--- config.mk ---
export PLATFORM = sky130hd
export DESIGN_NAME = eth_buffer_sequencer
export DESIGN_NICKNAME = d
export VERILOG_FILES = /design/src/rtl/eth_seq_pkg.sv /design/src/rtl/eth_seq_sat_counter.sv /design/src/rtl/eth_buffer_sequencer.sv
export SDC_FILE = /design/constraint.sdc
export NUM_CORES = 1
export LEC_CHECK = 0
export CAP_MARGIN = 15
export CORE_AREA = 2 2 151 153
export DETAILED_ROUTE_END_ITERATION = 10
export DIE_AREA = 0 0 153 155
export PLACE_DENSITY = 0.77
export SYNTH_ARGS = -nofsm -noshare
export SYNTH_HDL_FRONTEND = slang
export SYNTH_SLANG_ARGS = --single-unit
--- constraint.sdc ---
create_clock -name clk_i -period 8.3 [get_ports clk_i]
set_clock_uncertainty 0.2 [all_clocks]
set_input_delay 1.66 -clock clk_i [delete_from_list [all_inputs] [get_ports clk_i]]
set_output_delay 1.66 -clock clk_i [all_outputs]
set_load 0.01 [all_outputs]
--- src/rtl/eth_seq_pkg.sv ---
`default_nettype none
// eth_seq_pkg: shared state encodings and helpers for the MAC buffer sequencer.
package eth_seq_pkg;

   typedef enum logic [2:0] {
      T_IDLE, T_FILL, T_DROP, T_SIZE, T_SEND, T_BUSY_LO, T_BUSY_HI
   } tx_state_e;

   typedef enum logic [2:0] {
      R_IDLE, R_READ, R_OUT, R_CLEAR, R_WAIT
   } rx_state_e;

   localparam int word_bytes_lp = 8;

   function automatic logic [7:0] keep_from_remaining(input logic [15:0] r);
      logic [7:0] k;
      if (r >= 16'(word_bytes_lp)) k = 8'hFF;
      else                         k = (8'd1 << r[2:0]) - 8'd1;
      return k;
   endfunction

   function automatic logic [3:0] popcount8(input logic [7:0] v);
      logic [3:0] n;
      n = '0;
      for (int i = 0; i < 8; i++) n = n + {3'b000, v[i]};
      return n;
   endfunction

endpackage
`default_nettype wire

--- src/rtl/eth_seq_sat_counter.sv ---
`default_nettype none
// eth_seq_sat_counter: event counter that sticks at all-ones instead of wrapping.
module eth_seq_sat_counter #(
   parameter int width_p = 16
)(
   input  logic               clk_i,
   input  logic               reset_i,
   input  logic               inc_i,
   output logic [width_p-1:0] count_o
);

   always_ff @(posedge clk_i) begin
      if (reset_i)                      count_o <= '0;
      else if (inc_i && count_o != '1)  count_o <= count_o + width_p'(1);
   end

endmodule
`default_nettype wire

--- src/rtl/eth_buffer_sequencer.sv ---
`default_nettype none
// eth_buffer_sequencer: client streams <-> 1G MAC register-style packet buffers.
// Statistics counters are built only when ETH_SEQ_STATS_EN is defined.
module eth_buffer_sequencer
   import eth_seq_pkg::*;
#(
   parameter  int buf_size_p    = 2048,
   parameter  int data_width_p  = 64,
   localparam int addr_width_lp = $clog2(buf_size_p),
   localparam int size_width_lp = $clog2(buf_size_p) + 1
)(
   input  logic                     clk_i,
   input  logic                     reset_i,
   input  logic [data_width_p-1:0]  tx_data_i,
   input  logic [7:0]               tx_keep_i,
   input  logic                     tx_last_i,
   input  logic                     tx_v_i,
   output logic                     tx_ready_o,
   input  logic                     mac_tx_ready_i,
   output logic                     mac_send_o,
   output logic                     mac_tx_size_v_o,
   output logic [size_width_lp-1:0] mac_tx_size_o,
   output logic [addr_width_lp-1:0] buf_write_addr_o,
   output logic [1:0]               buf_write_op_size_o,
   output logic [data_width_p-1:0]  buf_write_data_o,
   output logic                     buf_write_v_o,
   input  logic                     mac_rx_ready_i,
   input  logic [15:0]              mac_rx_size_i,
   output logic [addr_width_lp-1:0] buf_read_addr_o,
   output logic                     buf_read_v_o,
   input  logic [data_width_p-1:0]  buf_read_data_i,
   output logic                     mac_clear_buffer_o,
   output logic [data_width_p-1:0]  rx_data_o,
   output logic [7:0]               rx_keep_o,
   output logic                     rx_last_o,
   output logic                     rx_v_o,
   input  logic                     rx_ready_i,
   output logic                     tx_overflow_o,
   output logic [15:0]              stat_tx_sent_o,
   output logic [15:0]              stat_tx_drop_o,
   output logic [15:0]              stat_rx_frames_o
);

   localparam int idx_width_lp = addr_width_lp - 3;

   tx_state_e                tx_state, tx_state_n;
   logic [size_width_lp-1:0] tx_count, tx_count_n;
   logic [idx_width_lp:0]    tx_index, tx_index_n;
   logic                     tx_ovf_n;
   logic [size_width_lp-1:0] fill_sum;
   logic                     fill_over;

   rx_state_e                rx_state, rx_state_n;
   logic [15:0]              rx_rem, rx_rem_n;
   logic [idx_width_lp-1:0]  rx_index, rx_index_n;
   logic                     rx_fresh, rx_fresh_n;
   logic [data_width_p-1:0]  rx_hold, rx_hold_n;

   assign buf_write_op_size_o = 2'b11;

   // The extra index bit catches a word count past the buffer even when keeps are sparse.
   assign fill_sum  = tx_count + size_width_lp'(popcount8(tx_keep_i));
   assign fill_over = (fill_sum > size_width_lp'(buf_size_p)) || tx_index[idx_width_lp];

   always_comb begin
      tx_state_n       = tx_state;
      tx_count_n       = tx_count;
      tx_index_n       = tx_index;
      tx_ovf_n         = tx_overflow_o;
      tx_ready_o       = 1'b0;
      buf_write_v_o    = 1'b0;
      buf_write_addr_o = '0;
      buf_write_data_o = '0;
      mac_tx_size_v_o  = 1'b0;
      mac_tx_size_o    = '0;
      mac_send_o       = 1'b0;
      if (!reset_i) begin
         case (tx_state)
            T_IDLE: begin
               tx_ready_o = mac_tx_ready_i;
               if (tx_v_i && mac_tx_ready_i) begin
                  buf_write_v_o    = 1'b1;
                  buf_write_data_o = tx_data_i;
                  tx_count_n       = size_width_lp'(popcount8(tx_keep_i));
                  tx_index_n       = (idx_width_lp+1)'(1);
                  tx_state_n       = tx_last_i ? T_SIZE : T_FILL;
               end
            end
            T_FILL: begin
               tx_ready_o = 1'b1;
               if (tx_v_i) begin
                  if (fill_over) begin
                     tx_ovf_n   = 1'b1;
                     tx_state_n = tx_last_i ? T_IDLE : T_DROP;
                  end else begin
                     buf_write_v_o    = 1'b1;
                     buf_write_addr_o = {tx_index[idx_width_lp-1:0], 3'b000};
                     buf_write_data_o = tx_data_i;
                     tx_count_n       = fill_sum;
                     tx_index_n       = tx_index + (idx_width_lp+1)'(1);
                     if (tx_last_i) tx_state_n = (fill_sum == '0) ? T_IDLE : T_SIZE;
                  end
               end
            end
            T_DROP: begin
               tx_ready_o = 1'b1;
               if (tx_v_i && tx_last_i) tx_state_n = T_IDLE;
            end
            T_SIZE: begin
               mac_tx_size_v_o = 1'b1;
               mac_tx_size_o   = tx_count;
               tx_state_n      = T_SEND;
            end
            T_SEND: begin
               mac_send_o = 1'b1;
               tx_state_n = T_BUSY_LO;
            end
            T_BUSY_LO: if (!mac_tx_ready_i) tx_state_n = T_BUSY_HI;
            T_BUSY_HI: if (mac_tx_ready_i)  tx_state_n = T_IDLE;
            default:   tx_state_n = T_IDLE;
         endcase
      end
   end

   always_comb begin
      rx_state_n         = rx_state;
      rx_rem_n           = rx_rem;
      rx_index_n         = rx_index;
      rx_fresh_n         = 1'b0;
      rx_hold_n          = rx_hold;
      buf_read_v_o       = 1'b0;
      buf_read_addr_o    = '0;
      mac_clear_buffer_o = 1'b0;
      rx_v_o             = 1'b0;
      rx_data_o          = '0;
      rx_keep_o          = '0;
      rx_last_o          = 1'b0;
      if (!reset_i) begin
         case (rx_state)
            R_IDLE: begin
               if (mac_rx_ready_i) begin
                  // rx_rem == 0 in R_CLEAR marks a discarded frame.
                  if (mac_rx_size_i == '0 || mac_rx_size_i > 16'(buf_size_p)) begin
                     rx_rem_n   = '0;
                     rx_state_n = R_CLEAR;
                  end else begin
                     rx_rem_n   = mac_rx_size_i;
                     rx_index_n = '0;
                     rx_state_n = R_READ;
                  end
               end
            end
            R_READ: begin
               buf_read_v_o    = 1'b1;
               buf_read_addr_o = {rx_index, 3'b000};
               rx_fresh_n      = 1'b1;
               rx_state_n      = R_OUT;
            end
            R_OUT: begin
               // First cycle forwards the buffer data; later cycles replay the held copy.
               rx_v_o    = 1'b1;
               rx_data_o = rx_fresh ? buf_read_data_i : rx_hold;
               rx_keep_o = keep_from_remaining(rx_rem);
               rx_last_o = (rx_rem <= 16'(word_bytes_lp));
               if (rx_fresh) rx_hold_n = buf_read_data_i;
               if (rx_ready_i) begin
                  if (rx_last_o) begin
                     rx_state_n = R_CLEAR;
                  end else begin
                     rx_index_n = rx_index + idx_width_lp'(1);
                     rx_rem_n   = rx_rem - 16'(word_bytes_lp);
                     rx_state_n = R_READ;
                  end
               end
            end
            R_CLEAR: begin
               mac_clear_buffer_o = 1'b1;
               rx_state_n         = R_WAIT;
            end
            R_WAIT:  if (!mac_rx_ready_i) rx_state_n = R_IDLE;
            default: rx_state_n = R_IDLE;
         endcase
      end
   end

   always_ff @(posedge clk_i) begin
      if (reset_i) begin
         tx_state      <= T_IDLE;
         tx_count      <= '0;
         tx_index      <= '0;
         tx_overflow_o <= 1'b0;
         rx_state      <= R_IDLE;
         rx_rem        <= '0;
         rx_index      <= '0;
         rx_fresh      <= 1'b0;
         rx_hold       <= '0;
      end else begin
         tx_state      <= tx_state_n;
         tx_count      <= tx_count_n;
         tx_index      <= tx_index_n;
         tx_overflow_o <= tx_ovf_n;
         rx_state      <= rx_state_n;
         rx_rem        <= rx_rem_n;
         rx_index      <= rx_index_n;
         rx_fresh      <= rx_fresh_n;
         rx_hold       <= rx_hold_n;
      end
   end

`ifdef ETH_SEQ_STATS_EN
   logic tx_drop_evt;
   logic rx_frame_evt;

   assign tx_drop_evt = !reset_i && tx_v_i && tx_last_i &&
                        ((tx_state == T_DROP) ||
                         (tx_state == T_FILL && (fill_over || fill_sum == '0)));
   assign rx_frame_evt = mac_clear_buffer_o && (rx_rem != '0);

   eth_seq_sat_counter #(.width_p(16)) u_stat_tx_sent (
      .clk_i   (clk_i),
      .reset_i (reset_i),
      .inc_i   (mac_send_o),
      .count_o (stat_tx_sent_o)
   );

   eth_seq_sat_counter #(.width_p(16)) u_stat_tx_drop (
      .clk_i   (clk_i),
      .reset_i (reset_i),
      .inc_i   (tx_drop_evt),
      .count_o (stat_tx_drop_o)
   );

   eth_seq_sat_counter #(.width_p(16)) u_stat_rx_frames (
      .clk_i   (clk_i),
      .reset_i (reset_i),
      .inc_i   (rx_frame_evt),
      .count_o (stat_rx_frames_o)
   );
`else
   assign stat_tx_sent_o   = '0;
   assign stat_tx_drop_o   = '0;
   assign stat_rx_frames_o = '0;
`endif

endmodule
`default_nettype wire

== Word-level counts from Yosys, hierarchy flattened ==
Cells that the tools add are included.
Word-level totals
  bits in registers: 117
  input bits: 159
  output and inout port bits: 229
  logic and storage cells: 138
Cells by class
  add/subtract/negate cells: 12
  order comparisons: 4
  equality and inequality tests: 22
  shift operators: 1
  mux-type cells: 73
  reductions and logical operators: 17
Operator list (number)
  2-to-1 mux 64 bit: 7
  one-hot mux 64 bit (2 select lines): 1
  2-to-1 mux 11 bit: 6
  2-to-1 mux 16 bit: 4
  2-to-1 mux 12 bit: 5
  2-to-1 mux 8 bit: 7
  one-hot mux 16 bit (2 select lines): 1
  2-to-1 mux 3 bit: 10
  2-to-1 mux 9 bit: 3
  one-hot mux 12 bit (2 select lines): 1
  != test 2 bit, second input constant: 11
  one-hot mux 3 bit (7 select lines): 1
  one-hot mux 9 bit (2 select lines): 1
  2-to-1 mux 1 bit: 17
  adder 4 x 1 -> 4 bit: 4
  greater-or-equal comparator 16 x 4 -> 1 bit, second input constant: 1
  > comparator 16 x 12 -> 1 bit, second input constant: 1
  <= comparator 16 x 4 -> 1 bit, second input constant: 1
  zero test 16 bit: 1
  one-hot mux 8 bit (2 select lines): 1
  subtractor 16 x 4 -> 16 bit, second input constant: 1
  one-hot mux 3 bit (5 select lines): 1
  adder 12 x 4 -> 12 bit: 1
  == test 3 x 2 -> 1 bit, second input constant: 4
  other kinds (23): 38

== Depth between registers and ports, before layout ==
Gate-level depths: netlist of the first run.
  word-level depth: 14
  gate-level depth with buffers: 21
  depth with buffers taken out: 18

== Worst setup path after synthesis of the first run ==
OpenSTA, ideal clock, no wires.
  path type: input to output
  from: in tx_keep_i[0]
  to: out buf_write_data_o[10]
  arrival time: 6.337 ns
  setup slack: 0.103 ns
  stages: 20
  buffers on the path: 3
  cells stage by stage: inv_1 > fa_1 > fa_1 > fa_1 > inv_1 > ha_1 > inv_1 > fa_1 > xnor2_1 > ha_1 > or2_1 > buf_6 > or3b_1 > mux4_2 > nor4_4 > o21ai_2 > nor2_1 > clkbuf_2 > clkbuf_2 > and2_1
Between the ends
  longest elaborated chain between the ends: 14
RTL lines
  start, declared: line eth_buffer_sequencer.sv:15  | input logic [7:0] tx_keep_i,
  adder 1 x 1 -> 2 bit: line eth_seq_pkg.sv:25  | for (int i = 0; i < 8; i++) n = n + {3'b000, v[i]};
  adder 2 x 1 -> 3 bit: line eth_seq_pkg.sv:25
  adder 3 x 1 -> 4 bit: line eth_seq_pkg.sv:25
  adder 4 x 1 -> 4 bit (4 in a row): line eth_seq_pkg.sv:25
  adder 12 x 4 -> 12 bit: line eth_buffer_sequencer.sv:62  | assign fill_sum = tx_count + size_width_lp'(popcount8(tx_keep_i));
  > comparator 12 bit: line eth_buffer_sequencer.sv:63  | assign fill_over = (fill_sum > size_width_lp'(buf_size_p)) || tx_index[idx_width_lp];
  logical OR 1 bit: line eth_buffer_sequencer.sv:63
  2-to-1 mux 64 bit: line eth_buffer_sequencer.sv:92  | if (fill_over) begin
  2-to-1 mux 64 bit: line eth_buffer_sequencer.sv:91  | if (tx_v_i) begin
  one-hot mux 64 bit (2 select lines): line eth_buffer_sequencer.sv:78  | case (tx_state)
  2-to-1 mux 64 bit: line eth_buffer_sequencer.sv:77  | if (!reset_i) begin
  end, declared: line eth_buffer_sequencer.sv:25  | output logic [data_width_p-1:0] buf_write_data_o,
Every way passes these cells.

== Final worst setup path of the first run ==
  from: in tx_keep_i[0]
  to: out buf_write_data_o[51]
Same word-level chain as after synthesis.

==> results.py, run 1 <==
metrics = {
    "worst_setup_path": {
        "r2r_slack_ps": 4360,
        "crit_family": "adder cells",
        "r2r-end": "tx_state[1]",
        "worst_r2r_startpoint": "tx_count[0]",
        "crit_fanout": 5,
        "path_common_cell": "buf_6",
        "endpoint_kind": "primary output",
        "ff2ff_path_depth": 16,
        "path_buf_inv": 9,
        "slowest_delay_ps": 540,
        "cp-endpoint": "buf_write_data_o[51]",
        "worstPathRequired_ps": 6440,
        "crit_chain": "buf_6, inv_2, fa_1, fa_1, fa_1, inv_1, ha_2, inv_2, fa_2, xnor2_2, ha_2, or2_1, or3b_1, mux4_2, nor4_4, o21ai_2, nor2_4, buf_4, buf_6, buf_12, buf_6, and2_4, buf_6",
        "arrival_ps": 6590,
        "crit_type": "in -> out",
        "critPathSlowestCell": "fa_1",
        "critPathLaunchType": "primary input",
        "path_depth": 23,
        "crit_start": "tx_keep_i[0]",
    },
    "sta": {
        "fin_crit_ps": 8450,
        "fin_crit_sh_pct": 102,
        "setup_tns_ps": -5970,
        "hold_slack_ps": 249,
        "hold_violations": 0,
        "max_freq_mhz": 118,
        "rsz0062_at_grt": "true",
        "worst_pin_slew_ps": 1140,
        "slew_headroom_pct": 23.7,
        "finalWorstSetupSlack_ps": -148,
        "slew_violations": 0,
        "setup_viol": 65,
    },
    "pwr": {
        "power_density_mw_per_mm2": 173,
        "power_switching_mw": 0.671,
        "total_power_mw": 2.10,
        "switching_share_pct": 32.0,
        "leakage_nw": 5.27,
        "p_int_mw": 1.43,
        "power_frac_comb_pct": 34.8,
        "pwr-share-clk_pct": 35.2,
        "power_frac_seq_pct": 30.0,
        "ir_drop_mv": 0.129,
    },
    "cts": {
        "root_buffer": "clkbuf_16",
        "clkSlewWorstSetupHoldPaths_ps": 50,
        "clock_latency_ps": 410,
        "h-tree-depth": 4,
        "cts.sinks": 117,
        "cts_hold_buf": 0,
        "cts_buffer_depth": 2,
        "numCtsBuffers": 17,
        "cts_tree": "yes",
    },
    "logic_synthesis": {
        "yosys_warnings": 0,
        "ys_seq_area_share_pct": 31.9,
        "synth_edf_count": 0,
        "synthCells": 905,
        "synth_cell_types": 67,
        "synth_top_flop_cell": "dfxtp_1",
        "syn_area_mm2": 0.00735,
        "async_reset_ff_share_pct": 0,
        "synth.avg_cell_area_um2": 8.12,
        "ys_seq_elements": 117,
    },
    "status": {
        "status": "finished, violations left",
        "violations": "setup timing",
    },
    "flow_run": {
        "maxCapViolations": 0,
    },
    "layout": {
        "drive_gt1_share_pct": 20.5,
        "finalNonFillerCells": 1562,
        "fin_util_pct": 54.7,
        "design_area_mm2": 0.0122,
        "syn2layout_area_growth_pct": 65.3,
        "final_cell_mix": "clkdlybuf4s50_1, nor2_1, dfxtp_1",
        "final_common_cell": "clkdlybuf4s50_1",
        "fin_nets": 1439,
    },
    "drt": {
        "routedWlPerCell_um": 15.4,
        "drtAntennaViolNets": 0,
        "vias": 7504,
        "dr.pass1.iters": 4,
        "routed_wl_mm": 24.1,
        "drc": 0,
        "drt_iter0_markers": 334,
        "via_per_inst": 4.80,
    },
    "worst_hold_path": {
        "min_from": "rx_hold[58]",
        "hold_path.class": "reg -> reg",
    },
    "placement": {
        "portBuffers": 331,
        "placed_cells_incl_taps": 1495,
        "gp_congestion": 0.815,
        "post_dp_cell_area_mm2": 0.0108,
        "place_worst_setup_slack_ps": -944,
        "hpwl_mm": 16.6,
    },
    "grt": {
        "grt_pass1_vias": 6965,
        "track_usage_pct": 18.9,
        "overflow": 0,
        "antenna_found_initial": 1,
        "grt_pass1_wl_mm": 36.6,
        "grt_max_degree": 65,
    },
    "die": {
        "ios": 388,
        "coreArea_mm2": 0.0222,
        "die_x_um": 153,
        "dieArea_mm2": 0.0237,
        "rows": 55,
        "die_h_um": 155,
        "start_util_pct": 33.1,
    },
}
-- how the worst min path moves through the flow --
stage	end	slack, ps	cells past startpoint
after floorplan	rx_hold[0]	230	1
after global routing	rx_hold[8]	260	1
after CTS	rx_hold[61]	250	1
after global placement	rx_hold[40]	230	1
final	rx_hold[58]	250	1
after detailed placement	rx_hold[4]	240	1
-- cell families (layout without fill, tap and decap cells) --
kind of cell	after synthesis	in the layout	share of synthesized area (%)
flip-flops	117	117	31.9
AND/OR/NAND/NOR	352	352	24.7
buffers and inverters	141	458	10.3
adder cells (fa/ha/maj)	17	17	3.40
other	2	57	0.102
AO/OA/AOI/OAI	188	188	17.8
XOR/XNOR	16	16	1.91
multiplexers	72	72	9.97
-- timing repair --
action | CTS | global route
endpoints found under the setup margin | 73 | 73
buffers inserted | 25 | 6
pin swaps | 58 | 24
cloned | 7 | 0
gates resized for setup | 404 | 66
-- layout make-up --
class | instances | area [um^2]
Fill cell | 1998 | 10100
Inverter | 29 | 109
Sequential cell | 117 | 2350
Tap cell | 285 | 357
Antenna cell | 1 | 2.50
Clock inverter | 14 | 154
Clock buffer | 18 | 439
Multi-Input combinational cell | 701 | 4690
Timing Repair Buffer | 397 | 4050
-- sequential cells by signal, indices dropped and copies added (netlist names) --
name           count
rx_fresh           1
rx_hold           64
rx_index           8
rx_rem            16
rx_state           3
tx_count          12
tx_index           9
tx_overflow_o      1
tx_state           3
-- cell usage after synthesis (8+ instances only) --
master	count	area, um^2
nor2_1	120	450
dfxtp_1	117	2340
and2_1	92	576
mux2i_1	71	711
a21o_1	67	503
buf_4	56	420
clkbuf_1	44	165
nand2_1	44	165
a21oi_1	38	190
inv_1	29	109
o21ai_0	19	95.1
nor3_1	18	90.1
ha_1	12	150
nand3_1	12	60.1
or3_1	10	62.6
xnor2_1	9	78.8
a211oi_1	8	60.1
nor4_1	8	50.1
o211ai_1	8	60.1
-- routing by layer --
metal | track usage [%] | share of wire (%) | up-vias
met1 | 24.5 | 44 | 3549
li1 | - | - | 3724
met4 | 4.85 | 1.3 | 0
met2 | 31.9 | 49 | 207
met3 | 4.21 | 5.5 | 24
met5 | 0 | 0 | -
-- power groups by stage --
stage          clock network, mW  registers [mW]  logic [mW]
2_1_floorplan                  0           0.615       0.393
3_3_place_gp                   0           0.640       0.593
3_5_place_dp                   0           0.640       0.600
4_1_cts                    0.754           0.628       0.696
5_1_grt                    0.779           0.635       0.791
6_report                   0.738           0.629       0.731
Note: power is estimated with default switching activity, not from simulation.
==> run 2, diff against run 1 <==
- GPL_TIMING_DRIVEN: default -> 0
- SLEW_MARGIN: default -> 40
==> run 2 against run 1 <==
  * Wire length grew 5.7%
  * First-iteration DRC count shrank 4.2%
  * Final cell count grew 4.1%
  * Core utilization shrank 0.14 points
  * Highest routed layer unchanged
  * Sequential power shrank 3%
  * The run still ends with setup timing left
  * Non-clock buffer count grew 65
  * Critical endpoint is now buf_write_data_o[16]
  * Via count grew 4.7%
  * Clock power grew 2%
==> results.py, run 2 (synthesis gave the netlist of run 1 again) <==
metrics = {
    "status": {
        "status": "finished, violations left",
        "violations": "setup timing",
    },
    "worst_hold_path": {
        "holdPathStages": 1,
        "min_from": "rx_hold[46]",
        "hold_path.class": "reg -> reg",
        "min_to": "rx_hold[46]",
    },
    "pwr": {
        "power_density_mw_per_mm2": 170,
        "power_frac_seq_pct": 29.5,
        "pwr-share-clk_pct": 36.4,
        "ir_drop_mv": 0.132,
        "leakage_nw": 5.34,
        "power_switching_mw": 0.687,
        "power_frac_comb_pct": 34.0,
        "p_int_mw": 1.38,
        "switching_share_pct": 33.3,
    },
    "die": {
        "die_x_um": 153,
        "coreArea_mm2": 0.0222,
        "ios": 388,
        "dieArea_mm2": 0.0237,
        "start_util_pct": 33.1,
        "die_h_um": 155,
        "rows": 55,
    },
    "drt": {
        "routed_wl_mm": 25.4,
        "vias": 7856,
        "dr.pass1.iters": 5,
        "drc": 0,
        "via_per_inst": 4.83,
        "wl_met1_mm": 11.2,
        "routedWlPerCell_um": 15.6,
        "route.met3.wl_mm": 1.32,
        "drtAntennaViolNets": 0,
        "top_layer_used": "met4",
        "wl_met2_mm": 12.3,
        "drt_iter0_markers": 320,
    },
    "layout": {
        "fin_util_pct": 54.5,
        "final_common_cell": "clkdlybuf4s50_1",
        "regMostFlops": "rx_hold",
        "syn2layout_area_growth_pct": 64.9,
        "largest_register_ffs": 64,
        "top_regs": "rx_hold (64), rx_rem (16), tx_count (12)",
        "final_cell_mix": "clkdlybuf4s50_1, nor2_1, dfxtp_1",
        "seq_area_mm2": 0.00234,
        "diodes": 0,
        "multi_input_area_mm2": 0.00466,
        "drive_gt1_share_pct": 19.4,
        "fin_nets": 1504,
        "fillers": 2010,
        "finalNonFillerCells": 1626,
    },
    "grt": {
        "grt_max_degree": 17,
        "overflow": 0,
        "grt_pass1_vias": 7357,
        "track_usage_pct": 20.4,
        "antenna_found_initial": 0,
        "grt_pass1_wl_mm": 39.3,
    },
    "sta": {
        "max_freq_mhz": 118,
        "rsz0062_at_grt": "true",
        "fin_crit_sh_pct": 102,
        "finalWorstSetupSlack_ps": -193,
        "slew_headroom_pct": 45.3,
        "hold_violations": 0,
        "fin_crit_ps": 8490,
        "hold_slack_ps": 249,
        "setup_viol": 72,
        "worst_pin_slew_ps": 820,
        "slew_violations": 0,
    },
    "placement": {
        "gp_congestion": 0.856,
        "place_worst_setup_slack_ps": -1460,
        "hpwl_mm": 19.0,
        "portBuffers": 329,
        "placed_cells_incl_taps": 1573,
    },
    "cts": {
        "numCtsBuffers": 17,
        "cts_buffer_depth": 2,
        "h-tree-depth": 4,
        "cts.sinks": 117,
        "clock_latency_ps": 420,
        "cts_tree": "yes",
        "clkSlewWorstSetupHoldPaths_ps": 60,
        "cts_hold_buf": 0,
        "root_buffer": "clkbuf_16",
    },
    "worst_setup_path": {
        "crit_type": "in -> out",
        "arrival_ps": 6630,
        "ff2ff_path_depth": 14,
        "r2r-end": "tx_state[1]",
        "worstPathRequired_ps": 6440,
        "endpoint_kind": "primary output",
        "worst_r2r_startpoint": "tx_count[0]",
        "crit_fanout": 8,
        "r2r_slack_ps": 4540,
        "critPathLaunchType": "primary input",
    },
    "flow_run": {
        "maxCapViolations": 0,
    },
}
run 2: cell count changes in the layout (fill, tap and decap cells not counted), moves of 24 or more:
cell / previous run / this run
and2_1: 35 / 62
and2_4: 57 / 30
buf_2: 18 / 42
buf_4: 37 / 71
buf_6: 72 / 41
clkbuf_1: 0 / 43
run 2: worst max-delay path: stages:
cell and delay (ps):
buf_8 70, inv_4 30, fa_1 490, fa_1 530, fa_1 420, inv_2 90, ha_4 140, inv_2 40
fa_2 400, xnor2_2 230, ha_1 280, nor2b_4 140, or3b_1 360, mux4_2 530, nor4_4 360, o21ai_4 110
nor2_4 160, buf_12 170, buf_8 120, buf_6 90, and2_4 130, buf_6 90
run 2: repair_timing:
item                       CTS  global route
resized for setup          359            68
setup endpoints to repair   73            73
gates cloned                 3             1
pin swaps                   27            28
buffers inserted            16             8
run 2: worst max path at each step:
| stage | from | to | cells past startpoint | slack [ps] |
|---|---|---|---|---|
| floorplan | tx_keep_i[0] | buf_write_data_o[10] | 20 | 100 |
| global placement | tx_keep_i[0] | buf_write_data_o[50] | 21 | -1440 |
| detailed placement | tx_keep_i[0] | buf_write_data_o[50] | 21 | -1460 |
| CTS | tx_keep_i[0] | buf_write_data_o[37] | 22 | -190 |
| global route | tx_keep_i[1] | buf_write_data_o[2] | 21 | -410 |
| finish | tx_keep_i[1] | buf_write_data_o[16] | 22 | -190 |
run 2: final cells by class:
cell class	instances	share of cell area, %
clock inverters	15	1.42
flip-flops and latches	117	19.3
multi-input cells	701	38.4
clock buffers	17	3.51
plain buffers	109	5.65
repair buffers	353	27.8
well taps	285	2.94
inverters	29	0.919
run 2: per-layer routing:
metal  up-vias  GRT usage [%]
li1       3874              -
met1      3659           26.8
met2       282           34.0
met3        41           3.65
met4         0           6.39
met5         -              0
run 2: stage by stage:
stage / TNS, ps / area (um^2) / total power [mW]
6_report: -9230 / 12100 / 2.06
5_1_grt: -24670 / 12100 / 2.17
4_1_cts: -5300 / 12000 / 2.04
3_5_place_dp: -95370 / 11200 / 1.25
3_3_place_gp: -93090 / 11200 / 1.24
2_1_floorplan: 0 / 7550 / 1.01
run 2: power by group through the flow:
stage / sequential [mW] / combinational, mW / clock (mW)
after floorplan: 0.615 / 0.393 / 0
after global placement: 0.619 / 0.620 / 0
after detailed placement: 0.621 / 0.631 / 0
after CTS: 0.609 / 0.668 / 0.765
after global routing: 0.613 / 0.766 / 0.792
final: 0.610 / 0.702 / 0.752
==> run 3, diff against run 2 <==
- SLEW_MARGIN: 40 -> 30
==> run 3 against run 2 <==
  * Critical endpoint is now buf_write_data_o[0]
  * Largest cell class unchanged
  * Highest routed layer unchanged
  * Design area grew 0.48%
  * Via count shrank 0.55%
  * Largest power group unchanged
  * The run still ends with setup timing left
  * Total power shrank 1.4%
  * Core utilization grew 0.26 points
==> results.py, run 3 (synthesis gave the netlist of run 1 again) <==
metrics = {
    "status": {
        "violations": "setup timing",
        "status": "finished, violations left",
    },
    "drt": {
        "drc": 0,
        "via_per_inst": 4.79,
        "drtAntennaViolNets": 0,
        "routed_wl_mm": 25.4,
        "dr.pass1.iters": 5,
        "vias": 7813,
        "routedWlPerCell_um": 15.6,
        "drt_iter0_markers": 373,
    },
    "placement": {
        "portBuffers": 329,
        "post_dp_cell_area_mm2": 0.0112,
        "hpwl_mm": 19.0,
        "placed_cells_incl_taps": 1573,
        "place_worst_setup_slack_ps": -1470,
        "gp_congestion": 0.856,
    },
    "grt": {
        "track_usage_pct": 20.7,
        "grt_max_degree": 17,
        "overflow": 0,
        "grt_pass1_wl_mm": 39.7,
        "grt_pass1_vias": 7445,
        "antenna_found_initial": 0,
    },
    "pwr": {
        "leakage_nw": 5.36,
        "total_power_mw": 2.04,
        "power_density_mw_per_mm2": 167,
        "ir_drop_mv": 0.128,
    },
    "worst_setup_path": {
        "crit_fanout": 5,
        "worstPathRequired_ps": 6440,
        "slowest_delay_ps": 550,
        "endpoint_kind": "primary output",
        "critPathSlowestCell": "mux4_2",
        "arrival_ps": 6610,
        "crit_chain": "buf_6, inv_2, fa_1, fa_1, fa_1, inv_2, ha_4, inv_2, fa_2, xnor2_2, ha_2, or2_1, buf_6, or3b_1, mux4_2, nor4_4, o21ai_4, nor2_4, buf_4, buf_4, buf_6, and2_1, buf_2",
        "crit_type": "in -> out",
        "critPathLaunchType": "primary input",
        "path_buf_inv": 9,
        "crit_family": "adder cells",
    },
    "layout": {
        "design_area_mm2": 0.0122,
        "diodes": 0,
        "top_regs": "rx_hold (64), rx_rem (16), tx_count (12)",
        "largest_register_ffs": 64,
        "syn2layout_area_growth_pct": 65.7,
        "regMostFlops": "rx_hold",
        "drive_gt1_share_pct": 20.0,
        "finalNonFillerCells": 1631,
        "final_common_cell": "clkdlybuf4s50_1",
        "fin_util_pct": 54.8,
        "final_cell_mix": "clkdlybuf4s50_1, nor2_1, dfxtp_1",
        "fillers": 2000,
        "fin_nets": 1509,
    },
    "sta": {
        "max_freq_mhz": 118,
        "slew_violations": 0,
        "rsz0062_at_grt": "true",
        "fin_crit_ps": 8470,
        "hold_violations": 0,
        "worst_pin_slew_ps": 777,
        "setup_tns_ps": -6020,
        "finalWorstSetupSlack_ps": -173,
        "slew_headroom_pct": 48.0,
        "setup_viol": 65,
        "fin_crit_sh_pct": 102,
        "hold_slack_ps": 247,
    },
    "cts": {
        "clock_latency_ps": 420,
        "h-tree-depth": 4,
        "cts.sinks": 117,
        "root_buffer": "clkbuf_16",
        "clkSlewWorstSetupHoldPaths_ps": 60,
        "numCtsBuffers": 17,
        "cts_hold_buf": 0,
        "cts_tree": "yes",
        "cts_buffer_depth": 2,
    },
    "die": {
        "die_x_um": 153,
        "die_h_um": 155,
        "start_util_pct": 33.1,
        "coreArea_mm2": 0.0222,
        "rows": 55,
        "dieArea_mm2": 0.0237,
        "ios": 388,
    },
    "worst_hold_path": {
        "hold_path.class": "reg -> reg",
    },
    "flow_run": {
        "maxCapViolations": 0,
    },
}
[run 3: cell count changes in the layout (fill, tap and decap cells not counted), sizes merged, moves of 2 or more]
cell | before | now
clkbuf | 62 | 65
clkinvlp | 2 | 4
clkinv | 5 | 3
clkdlybuf4s15 | 2 | 0
buf | 162 | 166
[run 3: power by group]
group	total, mW	internal, mW	switching, mW
clock	0.719	0.419	0.300
combinational	0.707	0.342	0.365
sequential	0.610	0.588	0.0218
[run 3: timing repair]
action,in CTS,in global routing
gates resized for setup,380,60
setup buffers,16,8
endpoints found under the setup margin,73,73
cloned,4,0
pin swaps,34,18
[run 3: cell type report]
type,count,area [um^2],share of cell area [%]
plain buffers,112,726,5.96
clock buffers,17,425,3.49
clock inverters,15,146,1.20
inverters,29,109,0.894
multi-input cells,701,4670,38.4
flip-flops and latches,117,2340,19.2
well taps,285,357,2.93
repair buffers,355,3400,27.9
[run 3: final timing paths]
check	from	endpoint	slack, ps	cells after the start
min reg2reg	rx_hold[63]	rx_hold[63]	250	1
max reg2reg	tx_count[0]	tx_count[6]	4730	14
max	tx_keep_i[0]	buf_write_data_o[0]	-170	23
min	rx_hold[63]	rx_hold[63]	250	1
[run 3: per-layer routing]
layer  track usage [%]  wire [um]  vias up
met1              26.8      11000     3631
met2              35.1      12500      270
li1                  -          -     3874
met4              5.25        451        0
met3              4.23       1450       38
met5                 0          0        -
[run 3: worst register-to-register path: stages (launching register included)]
cell and delay, ps:
dfxtp_1 350, ha_1 200, inv_1 60, fa_2 370, nor2b_4 200, o211ai_1 200, xor2_2 240, nand3b_1 180
nor4_4 370, o21ai_4 90, buf_4 180, buf_2 180, clkbuf_1 270, o211ai_1 240, o31ai_1 90
==> edit: new RTL, settings of run 3 <==
Change the parameter `data_width_p` from 64 to 32.
--- a/src/rtl/eth_buffer_sequencer.sv
+++ b/src/rtl/eth_buffer_sequencer.sv
@@ -7,3 +7,3 @@
    parameter  int buf_size_p    = 2048,
-   parameter  int data_width_p  = 64,
+   parameter  int data_width_p  = 32,
    localparam int addr_width_lp = $clog2(buf_size_p),
Interface: changed (resized buf_read_data_i, buf_write_data_o, rx_data_o and tx_data_i); port bits go from 388 to 260. The function was not compared with the original's and may differ.
==> edit against run 3 <==
  * The flow still finishes with violations (setup timing)
  * Cell count decreased by 21%
  * Wire length fell by 28%
  * Largest cell class unchanged
  * Sequential cell count shrank 32
  * Synthesized area down 22%
  * Design area decreased by 25%
  * Worst setup slack got worse by 0.012 ns
  * Total power decreased by 25%
  * Sequential share of layout area shrank 0.54 points
  * Critical endpoint is now buf_write_data_o[28]
==> edit: results <==
clock_tree:
  htree_levels: 3
  clk_latency_ns: 0.34
  cts_root_buf: "clkbuf_16"
  numCtsBuffers: 9
logic_synthesis:
  synth_cell_types: 63
  yosys-top-cells-count: "dfxtp_1, nor2_1, and2_1, buf_4, nand2_1"
  ys_top_cells_by_area: "dfxtp_1, buf_4, mux2i_1, and2_1, nor2_1"
  ys_async_sr_fraction_pct: 0
  ys_seq_area_share_pct: 29.8
placement:
  gp_congestion: 0.885
  portBuffers: 203
  dp_hpwl_um: 13800
drt:
  dr.pass1.iters: 4
  detail_route.wl_per_cell_um: 14.1
  drtIter0Drc: 335
  vias: 5995
sta:
  tightest_slew_ns: 0.812
  fin_setup_tns_ns: -6.00
  setup_violations: 41
  fin_ws_ns: -0.185
grt:
  use_met3_pct: 3.90
  grt.met2_usage_pct: 24.7
  grt_pass1_vias: 5600
  grt_pass1_wl_um: 28500
  grt_usage_pct: 14.6
  grt_use_met1_pct: 18.0
final_layout:
  nets: 1119
  reg.largest.list: "rx_hold x32, rx_rem x16, tx_count x12"
  fill_cells: 2204
  n_antenna_cell: 0
  drive_gt1_share_pct: 20.9
power:
  leakagePower_nw: 3.82
  p_sw_mw: 0.537
  ir_drop_mv: 0.0995
status:
  violations: "setup timing"
  status: "finished with violations"
worst_setup_path:
  cp_slowest_cell: "fa_1"
  arrival_ns: 6.62
edit: cell types whose count changed after synthesis, moves of 7 or more:
cell / before / now
inv_1: 29 / 21
nand3_1: 12 / 22
clkbuf_1: 44 / 32
nand2_1: 44 / 51
dfxtp_1: 117 / 85
mux2i_1: 71 / 37
and2_1: 92 / 59
nor2_1: 120 / 83
a21o_1: 67 / 33
xnor2_1: 9 / 17
edit: metrics by stage:
stage          cells  worst slack [ns]  instance area (µm²)
2_1_floorplan    772             0.214                 5910
3_3_place_gp    1260             -1.19                 8300
3_5_place_dp    1260             -1.31                 8310
4_1_cts         1288            -0.186                 8790
5_1_grt         1296            -0.343                 9100
6_report        1296            -0.185                 9100
edit: routing by layer:
metal  up-vias  wire, µm
met5         -         0
met4         0       476
met3        35      1230
met2       228      8860
met1      2764      7720
li1       2968         -
edit: worst paths after layout:
| check | startpoint | end | slack [ns] | cells after the start |
|---|---|---|---|---|
| worst max register to register | tx_count[0] | tx_index[4] | 4.70 | 15 |
| worst min register to register | tx_overflow_o | tx_overflow_o | 0.25 | 2 |
| worst max-delay path | tx_keep_i[1] | buf_write_data_o[28] | -0.18 | 22 |
| worst min-delay path | tx_overflow_o | tx_overflow_o | 0.25 | 2 |
edit: logic make-up after synthesis:
kind of cell    share of synthesized area (%)
fa+ha+maj                                4.60
flops                                    29.8
other cells                             0.132
buf+inv                                  11.3
mux                                      6.49
xor+xnor                                 3.53
simple gates                             27.1
compound gates                           17.1
edit: power by group through the flow:
stage	Clock (mW)	Combinational [mW]	Sequential, mW
2_1_floorplan	0	0.353	0.458
4_1_cts	0.438	0.579	0.455
3_3_place_gp	0	0.522	0.463
3_5_place_dp	0	0.534	0.464
6_report	0.422	0.645	0.456
5_1_grt	0.450	0.705	0.460
edit: repair_timing:
| item | CTS | global route |
|---|---|---|
| pin swaps | 34 | 27 |
| cloned | 2 | 2 |
| hold buffers | 0 | 0 |
| endpoints found under the hold margin | 0 | 0 |
| setup endpoints to repair | 41 | 41 |
| setup buffers | 10 | 6 |
| resized for setup | 246 | 51 |
edit: layout make-up:
cell class	count	area (µm²)	area share [%]
multi-input cells	573	3760	41.3
plain buffers	93	604	6.64
clock inverters	7	81.3	0.893
well taps	285	357	3.92
flip-flops and latches	85	1700	18.7
repair buffers	223	2300	25.2
inverters	21	78.8	0.866
clock buffers	9	225	2.47
edit: worst min-delay path: cells and delay by family (launching register included):
family | cells | cell delay (ns)
flops | 1 | 0.31
buf+inv | 1 | 0.05
compound gates | 1 | 0.05
